===== src/rtl/inv_mix_columns_serial_pkg.sv =====
// Shared types and GF(2^8) helpers for the column-serial (Inv)MixColumns engine.
// Holds the state/column types, the FSM encoding, and constant multipliers
// over GF(2^8) with reduction polynomial 0x11B.
package inv_mix_columns_serial_pkg;

   // One column is four bytes; row r of a column is element [r].
   typedef logic [3:0][7:0] column_t;

   // Sixteen bytes arranged as four columns: st[c][r] is byte 4c+r.
   typedef column_t [3:0] state_t;

   typedef enum logic [1:0] {
      IDLE = 2'd0,
      BUSY = 2'd1,
      DONE = 2'd2
   } mixcol_fsm_t;

   function automatic logic [7:0] gf_mult_by2(input logic [7:0] a);
      return {a[6:0], 1'b0} ^ (a[7] ? 8'h1b : 8'h00);
   endfunction

   function automatic logic [7:0] gf_mult_by3(input logic [7:0] a);
      return gf_mult_by2(a) ^ a;
   endfunction

   function automatic logic [7:0] gf_mult_by9(input logic [7:0] a);
      return gf_mult_by2(gf_mult_by2(gf_mult_by2(a))) ^ a;
   endfunction

   function automatic logic [7:0] gf_mult_by11(input logic [7:0] a);
      logic [7:0] x2;
      x2 = gf_mult_by2(a);
      return gf_mult_by2(gf_mult_by2(x2)) ^ x2 ^ a;
   endfunction

   function automatic logic [7:0] gf_mult_by13(input logic [7:0] a);
      logic [7:0] x4;
      x4 = gf_mult_by2(gf_mult_by2(a));
      return gf_mult_by2(x4) ^ x4 ^ a;
   endfunction

   function automatic logic [7:0] gf_mult_by14(input logic [7:0] a);
      logic [7:0] x2;
      logic [7:0] x4;
      x2 = gf_mult_by2(a);
      x4 = gf_mult_by2(x2);
      return gf_mult_by2(x4) ^ x4 ^ x2;
   endfunction

endpackage


===== src/rtl/inv_mix_single_column.sv =====
// Combinational single-column (Inv)MixColumns unit.
// Inverse matrix by default; the forward matrix and the fwd select input are
// compiled in only when AES_MIXCOL_FWD_EN is defined.
module inv_mix_single_column
   import inv_mix_columns_serial_pkg::*;
(
`ifdef AES_MIXCOL_FWD_EN
   input  logic    fwd,
`endif
   input  column_t column,
   output column_t result
);

   genvar gi;
   generate
      for (gi = 0; gi < 4; gi++) begin : g_row
         // Each output row uses the first matrix row rotated right by the row index.
         logic [7:0] inv_byte;
         assign inv_byte = gf_mult_by14(column[gi])
                         ^ gf_mult_by11(column[(gi + 1) % 4])
                         ^ gf_mult_by13(column[(gi + 2) % 4])
                         ^ gf_mult_by9 (column[(gi + 3) % 4]);
`ifdef AES_MIXCOL_FWD_EN
         logic [7:0] fwd_byte;
         assign fwd_byte = gf_mult_by2(column[gi])
                         ^ gf_mult_by3(column[(gi + 1) % 4])
                         ^ column[(gi + 2) % 4]
                         ^ column[(gi + 3) % 4];
         assign result[gi] = fwd ? fwd_byte : inv_byte;
`else
         assign result[gi] = inv_byte;
`endif
      end
   endgenerate

endmodule


===== src/rtl/inv_mix_columns_serial.sv =====
// Column-serial InvMixColumns engine: accepts a 128-bit state on a valid/ready
// handshake, transforms one column per clock over four cycles, then holds the
// result on an output valid/ready handshake.
// Optional macro AES_MIXCOL_FWD_EN adds a per-transaction mode input that
// selects forward MixColumns (mode=1) instead of the inverse.
module inv_mix_columns_serial
   import inv_mix_columns_serial_pkg::*;
(
   input  logic   clock,
   input  logic   reset,
   input  logic   in_valid,
   output logic   in_ready,
   input  state_t in_state,
`ifdef AES_MIXCOL_FWD_EN
   input  logic   mode,
`endif
   output logic   out_valid,
   input  logic   out_ready,
   output state_t out_state
);

   mixcol_fsm_t fsm;
   logic [1:0]  col;
   state_t      st;
   column_t     cur_column;
   column_t     new_column;

   // Only the column addressed by the counter feeds the single multiplier unit.
   assign cur_column = st[col];

`ifdef AES_MIXCOL_FWD_EN
   logic fwd_sel;

   inv_mix_single_column u_column (
      .fwd    (fwd_sel),
      .column (cur_column),
      .result (new_column)
   );
`else
   inv_mix_single_column u_column (
      .column (cur_column),
      .result (new_column)
   );
`endif

   // Output comes straight from the state register, so no input reaches it combinationally.
   assign out_state = st;

   // Handshake FSM with registered ready/valid, column counter and state register.
   always_ff @(posedge clock) begin
      if (reset) begin
         fsm       <= IDLE;
         col       <= 2'd0;
         st        <= '0;
         in_ready  <= 1'b1;
         out_valid <= 1'b0;
`ifdef AES_MIXCOL_FWD_EN
         fwd_sel   <= 1'b0;
`endif
      end else begin
         case (fsm)
            IDLE: begin
               if (in_valid) begin
                  st       <= in_state;
                  col      <= 2'd0;
                  in_ready <= 1'b0;
                  fsm      <= BUSY;
`ifdef AES_MIXCOL_FWD_EN
                  fwd_sel  <= mode;
`endif
               end
            end
            BUSY: begin
               st[col] <= new_column;
               col     <= col + 2'd1;
               if (col == 2'd3) begin
                  out_valid <= 1'b1;
                  fsm       <= DONE;
               end
            end
            DONE: begin
               if (out_ready) begin
                  out_valid <= 1'b0;
                  in_ready  <= 1'b1;
                  fsm       <= IDLE;
               end
            end
            default: begin
               fsm       <= IDLE;
               col       <= 2'd0;
               in_ready  <= 1'b1;
               out_valid <= 1'b0;
            end
         endcase
      end
   end

endmodule


===== config.mk =====
export PLATFORM = sky130hd
export DESIGN_NAME = inv_mix_columns_serial
export DESIGN_NICKNAME = d
export VERILOG_FILES = /design/src/rtl/inv_mix_columns_serial_pkg.sv /design/src/rtl/inv_mix_single_column.sv /design/src/rtl/inv_mix_columns_serial.sv
export SDC_FILE = /design/constraint.sdc
export NUM_CORES = 1
export LEC_CHECK = 0
export ABC_AREA = 1
export BUFFER_PORTS_ARGS = -buffer_cell sky130_fd_sc_hd__buf_2
export CORE_MARGIN = 2
export CORE_UTILIZATION = 40
export DETAILED_ROUTE_END_ITERATION = 8
export SLEW_MARGIN = 5
export SYNTH_ARGS = -nofsm -noshare
export SYNTH_HDL_FRONTEND = slang
export SYNTH_SLANG_ARGS = --single-unit

===== constraint.sdc =====
create_clock -name clock -period 2.8 [get_ports clock]
set_input_delay 0.14 -clock clock [delete_from_list [all_inputs] [get_ports clock]]
set_output_delay 0.14 -clock clock [all_outputs]
set_load 0.03 [all_outputs]

* After elaboration in Yosys (flattened, before gate mapping) *
Cells that the tools add are included.

storage, ports and cells
  register bits after elaboration = 134
  latch bits = 0
  memory bits (writable) = 0
  bits in read-only memories = 0
  input bits = 132
  logic and storage cells = 119
  memories kept = 0

cells by class
  $add $sub $neg = 1
  $mul = 0
  div/mod/pow operators = 0
  $lt $le $gt $ge = 2
  equal/unequal tests = 6
  shifts and indexed selects = 0
  muxes and demuxes = 31
  bitwise gates (word level) = 51
  reductions and logical operators = 8

operators with widths
  cell                                                                                 count
  8-bit bitwise XOR                                                                    48
  128-bit one-hot mux with 2 select lines                                              1
  128-bit bitwise mux                                                                  1
  128-bit two-way mux                                                                  1
  32-bit binary-select mux with 2-bit select                                           1
  32-bit demux with 2-bit select                                                       1
  32-bit two-way mux                                                                   2
  5-bit two-way mux                                                                    12
  2-bit one-hot mux with 3 select lines                                                2
  3-bit AND reduction                                                                  3
  2-bit two-way mux                                                                    4
  2-bit inequality test, second input constant                                         3
  1-bit one-hot mux with 3 select lines                                                2
  2-bit equality test, second input constant                                           2
  1-bit two-way mux                                                                    4
  2-bit AND reduction                                                                  2
  2-bit by 3-bit less-than comparator with 1-bit output, second input constant         1
  1-bit NOT                                                                            3
  2-bit by 1-bit adder with 2-bit output, second input constant                        1
  2-bit by 1-bit equality test with 1-bit output, second input constant                1
  2-bit by 1-bit greater-or-equal comparator with 1-bit output, second input constant  1
  2-bit logical NOT                                                                    1
  2-bit nonzero test                                                                   1
  1-bit logical AND                                                                    1

* Logic depth before layout (Yosys ltp) *
  depth after elaboration = 15
  mapped depth = 21

* By module *
From an unflattened synthesis, not the netlist that was laid out.

unflattened totals
  cells, all modules = 2107
  area, all modules = 12146.6 sq um

by module, submodules not included
  module                  instances  cells each  area an instance (sq um)
  inv_mix_columns_serial  1          1479        8579.5
  inv_mix_single_column   1          628         3567.2

* Worst setup path before layout *
No wires, ideal clock.

  path kind = reg-to-reg
  start = reg col[0]
  end = reg st (netlist bit out_state[88])
  library setup time = 120 ps
  arrival time = 1983 ps
  required time = 2680 ps
  setup slack = 698 ps
  cell stages (with the launch flop) = 15
  buffers on the path = 2
  clock period less this slack = 2102 ps
  path through = dfxtp_1 buf_6 inv_8 buf_6 nand2_1 nand3_1 nand2_1 inv_1 nand2_1 nand2_1 xor2_1 xor2_1 or2_2 nand3_1 a21oi_1

between the ends
  longest elaborated chain between the ends = 13

ends and longest elaborated chain
  element                                             line                                                                RTL
  start: declaration                                  inv_mix_columns_serial.sv:23                                        logic [1:0] col;
  start signal: assignment                            inv_mix_columns_serial.sv:75                                        col <= col + 2'd1;
  32-bit binary-select mux with 2-bit select          inv_mix_columns_serial.sv:29                                        assign cur_column = st[col];
  32-bit two-way mux (not written as such)            inv_mix_columns_serial.sv:29
  8-bit bitwise XOR (2 in series)                     inv_mix_columns_serial_pkg.sv:19                                    return {a[6:0], 1'b0} ^ (a[7] ? 8'h1b : 8'h00);
  5-bit two-way mux                                   inv_mix_columns_serial_pkg.sv:19
  8-bit bitwise XOR                                   inv_mix_columns_serial_pkg.sv:19
  8-bit bitwise XOR (on tied branches) (2 in series)  inv_mix_columns_serial_pkg.sv:47, inv_mix_columns_serial_pkg.sv:33
  8-bit bitwise XOR                                   inv_mix_single_column.sv:20                                         ^ gf_mult_by11(column[(gi + 1) % 4])
  8-bit bitwise XOR                                   inv_mix_single_column.sv:21                                         ^ gf_mult_by13(column[(gi + 2) % 4])
  8-bit bitwise XOR                                   inv_mix_single_column.sv:22                                         ^ gf_mult_by9 (column[(gi + 3) % 4]);
  128-bit bitwise mux *                               inv_mix_columns_serial.sv:74                                        st[col] <= new_column;
  128-bit one-hot mux with 2 select lines *           inv_mix_columns_serial.sv:61                                        case (fsm)
  end signal: assignment                              inv_mix_columns_serial.sv:64                                        st <= in_state;
  end signal: indexed assignment                      inv_mix_columns_serial.sv:74
  end: declaration                                    inv_mix_columns_serial.sv:24                                        state_t st;

Mark *: on every way between the ends. The rest lies on a longest branch, timed or not. The select of a mux whose other input is x is not followed.
A chain may end at the register's enable or synchronous reset.

* Final worst setup path *
  start = reg col[1]
  end = reg st (netlist bit out_state[124])

between the ends
  longest elaborated chain between the ends = 13

ends and longest elaborated chain
  element                                                 line
  32-bit binary-select mux with 2-bit select              inv_mix_columns_serial.sv:29
  32-bit two-way mux (not written as such)                inv_mix_columns_serial.sv:29
  8-bit bitwise XOR                                       inv_mix_columns_serial_pkg.sv:19
  5-bit two-way mux or 8-bit bitwise XOR (tied branches)  inv_mix_columns_serial_pkg.sv:19
  8-bit bitwise XOR or 5-bit two-way mux (tied branches)  inv_mix_columns_serial_pkg.sv:19
  8-bit bitwise XOR                                       inv_mix_columns_serial_pkg.sv:19
  8-bit bitwise XOR (on tied branches) (2 in series)      inv_mix_columns_serial_pkg.sv:47, inv_mix_columns_serial_pkg.sv:33
  8-bit bitwise XOR                                       inv_mix_single_column.sv:20
  8-bit bitwise XOR                                       inv_mix_single_column.sv:21
  8-bit bitwise XOR                                       inv_mix_single_column.sv:22
  128-bit bitwise mux *                                   inv_mix_columns_serial.sv:74
  128-bit one-hot mux with 2 select lines *               inv_mix_columns_serial.sv:61

Marks and branches as above.

==> out/results.ini <==
[run_status]
status=finished clean

[sta]
slew_viol_final=0
layout_min_cycle_time_ns=2.66
report.final.hold_viol_count=0
clock.fmax_mhz=376
worst_pin_slew_ns=0.659
fin_crit_sh_pct=94.9
setup-violations-final=0
clock_skew_ns=0.0196
slew_headroom_pct=56.0
timing.final.ws_setup_ns=0.144
rsz0062_at_grt=yes

[detailed_routing]
drc_errors=0
via_per_inst=5.54
drtAntennaViolNets=0
first_pass_iters=6
drtIter0Drc=1498
num_vias=14373
wl_um=52700
wire_per_inst_um=20.3

[setup_path]
r2r_slack_ns=0.14
criticalPathCategory=flop to flop
cp-start-kind=flop
setup.worst_path.end_class=flop
crit_arrival_ns=3.03
worstPathRequired_ns=3.17
worstReg2RegEnd=out_state[124]$_SDFFE_PP0P_
rr_worst_depth=15
r2r-start=col[1]$_SDFFE_PP0P_
cp_max_fo=22

[clock_network]
ctsRootBufferMaster=clkbuf_16
cts_tree=done
cts_max_level=4
clock-sinks=134
clock_latency_ns=0.44
cts_inserted_buffers=17
path_clk_slew_ns=0.08
cts_max_path_buffers=2

[yosys]
ys_seq_area_share_pct=23.6
synth_cell_types=35
synth_seq_cells=134
synth_cells=1896
muxShareOfSynthArea_pct=0
ys_async_sr_fraction_pct=0
synthAdderAreaFrac_pct=0.440
ys.flop_type=dfxtp_1
yosys-top-cells-area=dfxtp_1, nand2_1, nand3_1
netlist_top_cells_count=nand2_1, nand3_1, a21oi_1
yosys_warnings=0
yosysMostFrequentCell=nand2_1
syn_area_mm2=0.0114
synth_top_cell_area_share_pct=23.6
synth_fp_nets=2032
avgSynthCellArea_um2=6.00
synth_xor_xnor_area_share_pct=10.1
synth_edf_count=0
synth_simple_gate_area_share_pct=41.0
synth_compound_area_share_pct=17.4
synth_top_area_cell=dfxtp_1
synth_top_family_by_area=simple AND/OR/NAND/NOR gates

[min_path]
worstHoldStart=in_state[75]
hp-class=input port to flop
hold_depth=3
hold_end=out_state[75]$_SDFFE_PP0P_

[floorplanning]
io_pins=262
dieArea_mm2=0.0298
core_mm2=0.0279
fp.dieW_um=173
start_util_pct=40.8
placementRows=61
die_y_um=173

[grt]
grt_antenna_before_repair=2
grt_pass1_wl_um=78600
grt_remaining_overflow=0
grt_max_degree=132
grt_pass1_vias=13313
grt_usage_pct=34.0

[pwr]
ir_drop_mv=0.437
p_per_area_mw_per_mm2=922
leakage_nw=7.20
fin_total_pwr_mw=13.4

[flow_run]
max-cap-violations=0

[placed_design]
io_buffers=261
dp_hpwl_um=39400
place_congestion=0.964
place_ws_ns=0.123

[cells_and_area]
diodes=0
layout.nets=2340
drive_gt1_share_pct=21.5
syn2layout_area_growth_pct=27.8

==> state kept, by name (all words and copies together), names as in the netlist <==
signal and flops:
out_valid 1, out_state 128, col 2, fsm 2, in_ready 1
==> worst max-delay path, stage by stage, from the launching register on <==
cell	delay (ns)
dfxtp_2	0.41
buf_4	0.30
nand3_1	0.14
nand2_2	0.28
nand2_2	0.13
nand2_4	0.14
nand2_1	0.07
nand2_2	0.15
nand2_2	0.10
nand2_2	0.09
nand2_1	0.05
nand3_1	0.08
nand2_1	0.14
nand2_1	0.18
nand3_1	0.15
a21oi_1	0.16
==> cells in the final DEF, fill, tap and decap left out, types with 5 or more instances in the layout <==
cell type      synthesis  routed
nand2_2               58      69
xor2_2                 5       5
nand3b_1               6       6
nand3_2                8      11
clkbuf_16              0      17
dlygate4sd3_1          0      65
inv_1                 87      86
buf_12                 0       9
inv_6                  0       8
a21oi_1              261     261
o21ai_0              130     130
xnor2_2                7      10
nand2_4               10      13
xnor2_1               38      35
or2_1                 11      11
xor2_1                61      61
buf_4                  8      46
nand2_1              694     680
dfxtp_1              134     132
buf_2                 14     261
nand3_1              265     262
==> metal layers <==
layer	part of all wire [%]	global-route usage [%]	up-vias	wire length [µm]
li1	-	-	6854	-
met5	0.046	0	-	24
met4	2.4	9.58	4	1290
met3	11	8.99	91	5630
met2	43	51.6	820	22900
met1	43	47.4	6604	22800
==> final cells by class <==
class	count	area, µm²
Fill cell	2898	13300
Multi-Input combinational cell	1576	7940
Sequential cell	134	2690
Timing Repair Buffer	381	2480
Tap cell	378	473
Clock buffer	18	439
Inverter	93	369
Clock inverter	14	133
Timing Repair inverter	1	8.76
==> timing repair <==
item,CTS,global route
gates resized for setup,0,26
endpoints found under the hold margin,67,0
hold buffers,65,0
setup buffers,0,4
endpoints found under the setup margin,0,100
==> power breakdown <==
part,internal [mW],switching [mW],leakage (nW)
sequential,2.12,0.225,1.11
clock,1.20,1.10,0.276
combinational,2.67,6.09,5.81
==> through the flow <==
stage / setup TNS, ns / instances / util (%) / cell area, µm² / hold WS, ns
2_1_floorplan: 0 / 1896 / - / 11400 / 0.209
3_3_place_gp: 0 / 2493 / 47.3 / 13200 / 0.403
3_5_place_dp: 0 / 2493 / 47.3 / 13200 / 0.404
4_1_cts: 0 / 2590 / 51.6 / 14400 / 0.000510
5_1_grt: -0.0406 / 2595 / 52.2 / 14500 / 0.00349
6_report: 0 / 2595 / 52.2 / 14500 / 0.00416
==> worst max-delay path by stage <==
stage | start | to | slack, ns | depth (start not counted)
2_1_floorplan | col[0]$_SDFFE_PP0P_ | out_state[88]$_SDFFE_PP0P_ | 0.70 | 14
3_3_place_gp | col[0]$_SDFFE_PP0P_ | out_state[18]$_SDFFE_PP0P_ | 0.17 | 14
3_5_place_dp | col[0]$_SDFFE_PP0P_ | out_state[82]$_SDFFE_PP0P_ | 0.12 | 14
4_1_cts | col[0]$_SDFFE_PP0P_ | out_state[82]$_SDFFE_PP0P_ | 0.09 | 14
5_1_grt | col[0]$_SDFFE_PP0P_ | out_state[36]$_SDFFE_PP0P_ | -0.02 | 17
6_report | col[1]$_SDFFE_PP0P_ | out_state[124]$_SDFFE_PP0P_ | 0.14 | 15
==> kinds of logic (layout without fill, tap and decap cells) <==
family                   count (synthesis)  in the layout
AO/OA/AOI/OAI                          394            394
buffers and inverters                  186            507
flip-flops                             134            134
XOR/XNOR                               114            114
AND/OR/NAND/NOR                       1064           1064
adder cells (fa/ha/maj)                  4              4
Note: power is estimated with default switching activity, not from simulation.
